$ cat config.mk
export PLATFORM = sky130hd
export DESIGN_NAME = uart_rx_ctrl
export DESIGN_NICKNAME = d
export VERILOG_FILES = /design/src/rtl/uart_rx_pkg.sv /design/src/rtl/uart_rx_ctrl.sv
export SDC_FILE = /design/constraint.sdc
export NUM_CORES = 1
export LEC_CHECK = 0
export BUFFER_PORTS_ARGS = -buffer_cell sky130_fd_sc_hd__buf_2
export CELL_PAD_IN_SITES_DETAIL_PLACEMENT = 2
export CELL_PAD_IN_SITES_GLOBAL_PLACEMENT = 2
export CORE_MARGIN = 5
export CORE_UTILIZATION = 36
export CTS_CLUSTER_DIAMETER = 120
export DETAILED_ROUTE_END_ITERATION = 16
export GPL_ROUTABILITY_DRIVEN = 0
export PLACE_DENSITY = 0.9
export SLEW_MARGIN = 20
export SYNTH_ARGS = -nofsm -noshare
export SYNTH_HDL_FRONTEND = slang
export SYNTH_SLANG_ARGS = --single-unit
$ cat constraint.sdc
create_clock -name clk -period 4 [get_ports clk]
set_clock_uncertainty 0.15 [all_clocks]
set_input_delay 0.6 -clock clk [delete_from_list [all_inputs] [get_ports clk]]
set_output_delay 0.6 -clock clk [all_outputs]
set_load 0.01 [all_outputs]
$ cat src/rtl/uart_rx_pkg.sv
// Shared definitions for the UART receive controller: FSM encoding and default frame geometry.
package uart_rx_pkg;

    localparam int unsigned CLKS_PER_BIT_DEF = 16;
    localparam int unsigned DATA_BITS_DEF    = 8;

    typedef enum logic [1:0] {
        ST_IDLE  = 2'd0,
        ST_START = 2'd1,
        ST_DATA  = 2'd2,
        ST_STOP  = 2'd3
    } rx_state_e;

endpackage

$ cat src/rtl/uart_rx_ctrl.sv
// UART receive controller: qualifies the start bit at mid-bit, samples DATA_BITS data bits
// LSB first, then checks the stop bit and reports a good frame or a framing error.
module uart_rx_ctrl
    import uart_rx_pkg::*;
#(
    parameter int unsigned CLKS_PER_BIT = CLKS_PER_BIT_DEF,
    parameter int unsigned DATA_BITS    = DATA_BITS_DEF
) (
    input  logic                 clk,
    input  logic                 reset,
    input  logic                 rx,
    input  logic                 start_edge,
    input  logic                 enable,
    output logic [DATA_BITS-1:0] rx_data,
    output logic                 rx_valid,
    output logic                 frame_err,
    output logic                 busy
);

    localparam int unsigned CNT_W = $clog2(CLKS_PER_BIT);
    localparam int unsigned IDX_W = $clog2(DATA_BITS);
    localparam int unsigned HALF  = CLKS_PER_BIT / 2;

    rx_state_e            state_q, state_d;
    logic [CNT_W-1:0]     clk_cnt_q, clk_cnt_d;
    logic [IDX_W-1:0]     bit_idx_q, bit_idx_d;
    logic [DATA_BITS-1:0] shift_q, shift_d;
    logic [DATA_BITS-1:0] rx_data_q, rx_data_d;
    logic                 rx_valid_q, rx_valid_d;
    logic                 frame_err_q, frame_err_d;

    // State and datapath registers; reset discards any frame in flight.
    always_ff @(posedge clk) begin
        if (!reset) begin
            state_q     <= ST_IDLE;
            clk_cnt_q   <= '0;
            bit_idx_q   <= '0;
            shift_q     <= '0;
            rx_data_q   <= '0;
            rx_valid_q  <= 1'b0;
            frame_err_q <= 1'b0;
        end else begin
            state_q     <= state_d;
            clk_cnt_q   <= clk_cnt_d;
            bit_idx_q   <= bit_idx_d;
            shift_q     <= shift_d;
            rx_data_q   <= rx_data_d;
            rx_valid_q  <= rx_valid_d;
            frame_err_q <= frame_err_d;
        end
    end

    // Next-state and datapath update; rx is only looked at on the defined sample counts.
    always_comb begin
        state_d     = state_q;
        clk_cnt_d   = clk_cnt_q;
        bit_idx_d   = bit_idx_q;
        shift_d     = shift_q;
        rx_data_d   = rx_data_q;
        rx_valid_d  = 1'b0;
        frame_err_d = 1'b0;

        case (state_q)
            ST_IDLE: begin
                if (enable && start_edge) begin
                    state_d   = ST_START;
                    clk_cnt_d = '0;
                end
            end
            ST_START: begin
                if (clk_cnt_q == CNT_W'(HALF - 1)) begin
                    clk_cnt_d = '0;
                    if (!rx) begin
                        state_d   = ST_DATA;
                        bit_idx_d = '0;
                    end else begin
                        state_d = ST_IDLE;
                    end
                end else begin
                    clk_cnt_d = clk_cnt_q + CNT_W'(1);
                end
            end
            ST_DATA: begin
                if (clk_cnt_q == CNT_W'(CLKS_PER_BIT - 1)) begin
                    shift_d[bit_idx_q] = rx;
                    clk_cnt_d          = '0;
                    if (bit_idx_q == IDX_W'(DATA_BITS - 1)) begin
                        state_d = ST_STOP;
                    end else begin
                        bit_idx_d = bit_idx_q + IDX_W'(1);
                    end
                end else begin
                    clk_cnt_d = clk_cnt_q + CNT_W'(1);
                end
            end
            ST_STOP: begin
                if (clk_cnt_q == CNT_W'(CLKS_PER_BIT - 1)) begin
                    rx_data_d   = shift_q;
                    rx_valid_d  = rx;
                    frame_err_d = ~rx;
                    clk_cnt_d   = '0;
                    state_d     = ST_IDLE;
                end else begin
                    clk_cnt_d = clk_cnt_q + CNT_W'(1);
                end
            end
            default: begin
                state_d = ST_IDLE;
            end
        endcase
    end

    assign rx_data   = rx_data_q;
    assign rx_valid  = rx_valid_q;
    assign frame_err = frame_err_q;
    assign busy      = (state_q != ST_IDLE);

endmodule

# ---- Word level (Yosys, flattened, before mapping)
# Index checks and enable logic that the tools add are counted.
dict set report totals {
  latch_bits 0
  ram_bits 0
  reg_bits 27
  romBits 0
  input_bits 5
  memories 0
}
dict set report op_classes {
  muxes 19
  mul 0
  reduce_logical 11
  n_lt_le_gt_ge 2
  eq_ne 13
  shifts 0
  addsub 2
  div_mod_pow 0
  bitwise 1
}
# operator count
set ops {}
lappend ops {{$ne 2x2->1 const B} 7}
lappend ops {{$mux 2} 6}
lappend ops {{$mux 3} 4}
lappend ops {{$mux 4} 3}
lappend ops {{$pmux 4 s3} 1}
lappend ops {{$reduce_and 5->1} 2}
lappend ops {{$bwmux 8} 1}
lappend ops {{$pmux 2 s4} 1}
lappend ops {{$pmux 3 s2} 1}
lappend ops {{$add 4x1->4 const B} 1}
lappend ops {{$eq 2x2->1 const B} 2}
lappend ops {{$eq 4x3->1 const B} 1}
lappend ops {{$eq 4x4->1 const B} 1}
lappend ops {{$lt 3x4->1 const B} 1}
lappend ops {{$reduce_and 2->1} 2}
lappend ops {{$reduce_bool 2->1} 2}
lappend ops {{$add 3x1->3 const B} 1}
lappend ops {{$demux 1 s3} 1}
lappend ops {{$eq 3x3->1 const B} 1}
lappend ops {{$ge 3x1->1 const B} 1}
lappend ops {{$reduce_and 3->1} 1}
lappend ops {{$eq 2x1->1 const B} 1}
lappend ops {{$logic_and 1x1->1} 2}
lappend ops {{$logic_not 2->1} 1}
lappend ops {{other kinds (3)} 3}

# ---- Depth between registers and ports, before layout
dict set report depth {
  word_depth 5
  depth_mapped 5
}

# ---- Worst setup path before layout
# Ideal clock, no wire load.
dict set report synth_timing {
  path_kind {input-to-reg}
  from {input port rx}
  to {register bit_idx_q[0]}
  stages 4
  setup_slack_ns 2.341
  t_required_ns 3.720
  t_arrival_ns 1.379
  cell_sequence {clkbuf_1 > nor4b_1 > o21bai_1 > mux2i_1}
}
dict set report synth_via {
  elab_chain_len 2
}
# element line_no
set synth_lines {}
lappend synth_lines {{start: declaration} uart_rx_ctrl.sv:11} ;# input logic rx,
lappend synth_lines {{$ne 2x2->1 (no line)} --}
lappend synth_lines {{$reduce_and 5->1 (no line)} --}
lappend synth_lines {{end signal: assignment} uart_rx_ctrl.sv:45} ;# bit_idx_q <= bit_idx_d;
lappend synth_lines {{end: declaration} uart_rx_ctrl.sv:26} ;# logic [IDX_W-1:0] bit_idx_q, bit_idx_d;
# Every way passes these cells.
# A chain may end at the register's enable or synchronous reset.

# ---- Worst setup path in the final report
dict set report layout_timing {
  from {register state_q[0]}
  to {output port busy}
}
dict set report layout_via {
  elab_chain_len 1
}
# element line_no
set layout_lines {}
lappend layout_lines {{start: declaration} uart_rx_ctrl.sv:24} ;# rx_state_e state_q, state_d;
lappend layout_lines {{start signal: assignment} uart_rx_ctrl.sv:43} ;# state_q <= state_d;
lappend layout_lines {{$reduce_bool 2->1} uart_rx_ctrl.sv:116} ;# assign busy = (state_q != ST_IDLE);
lappend layout_lines {{end: declaration} uart_rx_ctrl.sv:17} ;# output logic busy
# Every way passes these cells.

==> metrics.yaml <==
power:
  pwr_density_cell_nw_per_um2: 309
  leakage_nw: 0.516
  vdd_drop_max_mv: 0.152
  power_w: 0.000422
timing:
  setup_tns_ns: 0
  relSlewSlack_pct: 46.2
  hold_slack_ns: 0.337
  max_freq_mhz: 415
  tightest_slew_ns: 0.806
  period_needed_ns: 2.41
  period_share_pct: 60.2
  slew_violations: 0
  hold_viol: 0
  setup_viol: 0
  rsz0062_at_grt: "no"
clocking:
  clk_path_buf_depth: 2
  clk_pin_slew_ns: 0.16
  htreeDepth: 1
  clk_latency_ns: 0.33
  cts_tree: "built"
  cts-root-buf: "clkbuf_4"
  ctsResizeCount: 0
  ctsHoldBuffers: 0
  cts_num_sinks: 27
  cts-buffers-inserted: 3
  cts_setup_buffers: 0
synth:
  yosys_warnings: 0
  synth_cell_types: 34
  ys_seq_elements: 27
  synthesis.nets: 157
  synth_area_sq_um: 1260
  syn_avg_cell_area_sq_um: 8.48
  synth_cells: 149
  ys_seq_area_share_pct: 42.8
setup_path:
  crit_required_ns: 3.25
  rr_worst_depth: 4
  crit_path_start_kind: "flip-flop"
  r2r-start: "clk_cnt_q[0]"
  endpoint: "busy"
  crit_type: "reg2out"
  arrival_ns: 1.66
  r2r_end: "shift_q[7]"
  worst-path-buf-inv: 2
  r2r_slack_ns: 1.95
  crit_start: "state_q[0]"
  cpLargestDelayFamily: "flip-flops"
  crit_path_cell_trace: "nor2_1 -> inv_1 -> buf_2"
  cp_max_fo: 25
  cpMaxStageDelayCell: "dfxtp_1"
  critical_path_cell_count: 3
  critPathMaxStageDelay_ns: 0.88
  worstSetupEndpointType: "output port"
min_path:
  hp-class: "reg2reg"
  holdPathStages: 2
die:
  initial_core_util_pct: 37.6
  pin_count: 16
  fp.coreArea_sq_um: 3360
  die_w_um: 69.2
  rows: 21
  die_y_um: 69.2
  die-area_sq_um: 4790
status:
  status: "finished, final reports clean"
route:
  drtAntennaViolNets: 0
  firstDrtPassIters: 4
  vias: 1134
  totalWireLength_um: 3650
  wl_per_cell_um: 18.3
  viasPerCell: 5.67
  drc: 0
  drtIter0Drc: 21
final_layout:
  drive_gt1_share_pct: 17.5
  layout.nets: 163
  register_area_sq_um: 541
  diodes: 0
  multi_input_area_sq_um: 634
  area_delta_synth_final_pct: 8.22
  fill_cells: 402
placed_design:
  post-dp-hpwl_um: 2470
  io_buffers: 15
global_routing:
  antenna_found_initial: 0
  grt_max_degree: 26
  grt_overflow: 0
  first_global_vias: 1257
  track_usage_pct: 16.5
  grt_pass1_wl_um: 6450
run:
  cap_violations: 0
worst min path at each step:
stage / start / to / slack [ns]
final: shift_q[6] / rx_data[6] / 0.34
after detailed placement: shift_q[3] / shift_q[3] / 0.32
after global placement: shift_q[1] / shift_q[1] / 0.30
after global routing: shift_q[6] / rx_data[6] / 0.36
after floorplan: shift_q[1] / shift_q[1] / 0.29
after CTS: shift_q[6] / rx_data[6] / 0.34
through the flow:
stage	cell area, sq um	util (%)	instances	setup WS [ns]
finish	1370	40.7	200	1.59
global route	1370	40.7	200	1.47
CTS	1370	40.7	200	1.57
detailed placement	1340	39.8	196	1.98
global placement	1340	39.8	196	2.07
floorplan	1260	-	149	2.34
routing by layer:
layer / share of wire, % / vias up / global-route usage, %
met5: 0 / - / 0
met4: 0.47 / 0 / 3.47
met3: 1.3 / 2 / 2.61
met2: 53 / 7 / 30.4
met1: 45 / 572 / 20.1
li1: - / 553 / -
worst register-to-register path, stage by stage (launching register included):
cell     delay [ns]
dfxtp_1        0.42
ha_1           0.27
nand4_2        0.38
or4_1          0.63
a21oi_1        0.15
cells in the mapped netlist (all sizes together):
cell type  count  area (sq um)
nand2b         2          12.5
nand4          8          56.3
xnor2          1          8.76
nor4           3          18.8
nor3b          2          15.0
clkbuf         9          33.8
nor4bb         2          20.0
nor3           1          5.00
o221a          1          11.3
or2            2          12.5
buf            5          25.0
o21ai         13          65.1
xor2           1          8.76
dfxtp         27           541
o41ai          3          26.3
and4           1          8.76
o31ai          1          7.51
a21oi         18          90.1
o21bai         1          7.51
o311ai         1          8.76
and3b          1          8.76
mux2i          3          30.0
ha             3          37.5
a21bo          2          20.0
a31oi          1          6.26
nor2           2          7.51
o221ai         1          8.76
nor4b          1          8.76
nand3         13          65.1
a31o           2          17.5
nand2          9          33.8
inv            8          30.0
or4            1          7.51
power by group:
group | internal [W] | switching [W] | leakage (nW)
Clock | 0.0000383 | 0.0000877 | 0.0139
Combinational | 0.00000560 | 0.0000141 | 0.285
Sequential | 0.000271 | 0.00000548 | 0.218
flip-flops by register name, summed over array words and instances, names as in the netlist, named ones only:
register and flops:
bit_idx_q 3, shift_q 8, state_q 1, rx_data 8, clk_cnt_q 4, rx_valid 1, frame_err 1
logic make-up after synthesis:
| logic type | Yosys count | share of synthesized area [%] |
|---|---|---|
| compound gates | 44 | 21.3 |
| simple gates | 48 | 22.2 |
| mux | 3 | 2.38 |
| fa+ha+maj | 3 | 2.97 |
| xor+xnor | 2 | 1.39 |
| buf+inv | 22 | 7.03 |
| flops | 27 | 42.8 |
cell usage in the layout, fill, tap and decap left out, types with 3 or more instances in the layout:
master / count
dfxtp_1: 27
a21oi_1: 18
buf_2: 15
nand3_1: 13
o21ai_0: 13
nand2_1: 9
inv_1: 8
nand4_1: 7
o41ai_1: 3
nor4_1: 3
mux2i_1: 3
ha_1: 3
clkbuf_4: 3
cell type report:
type | count | share of cell area (%)
Sequential cell | 27 | 39.5
Tap cell | 46 | 4.21
Clock inverter | 1 | 0.549
Clock buffer | 3 | 1.65
Multi-Input combinational cell | 100 | 46.4
Inverter | 8 | 2.20
Timing Repair Buffer | 15 | 5.49
No activity file was read; power rests on OpenSTA's default activity.
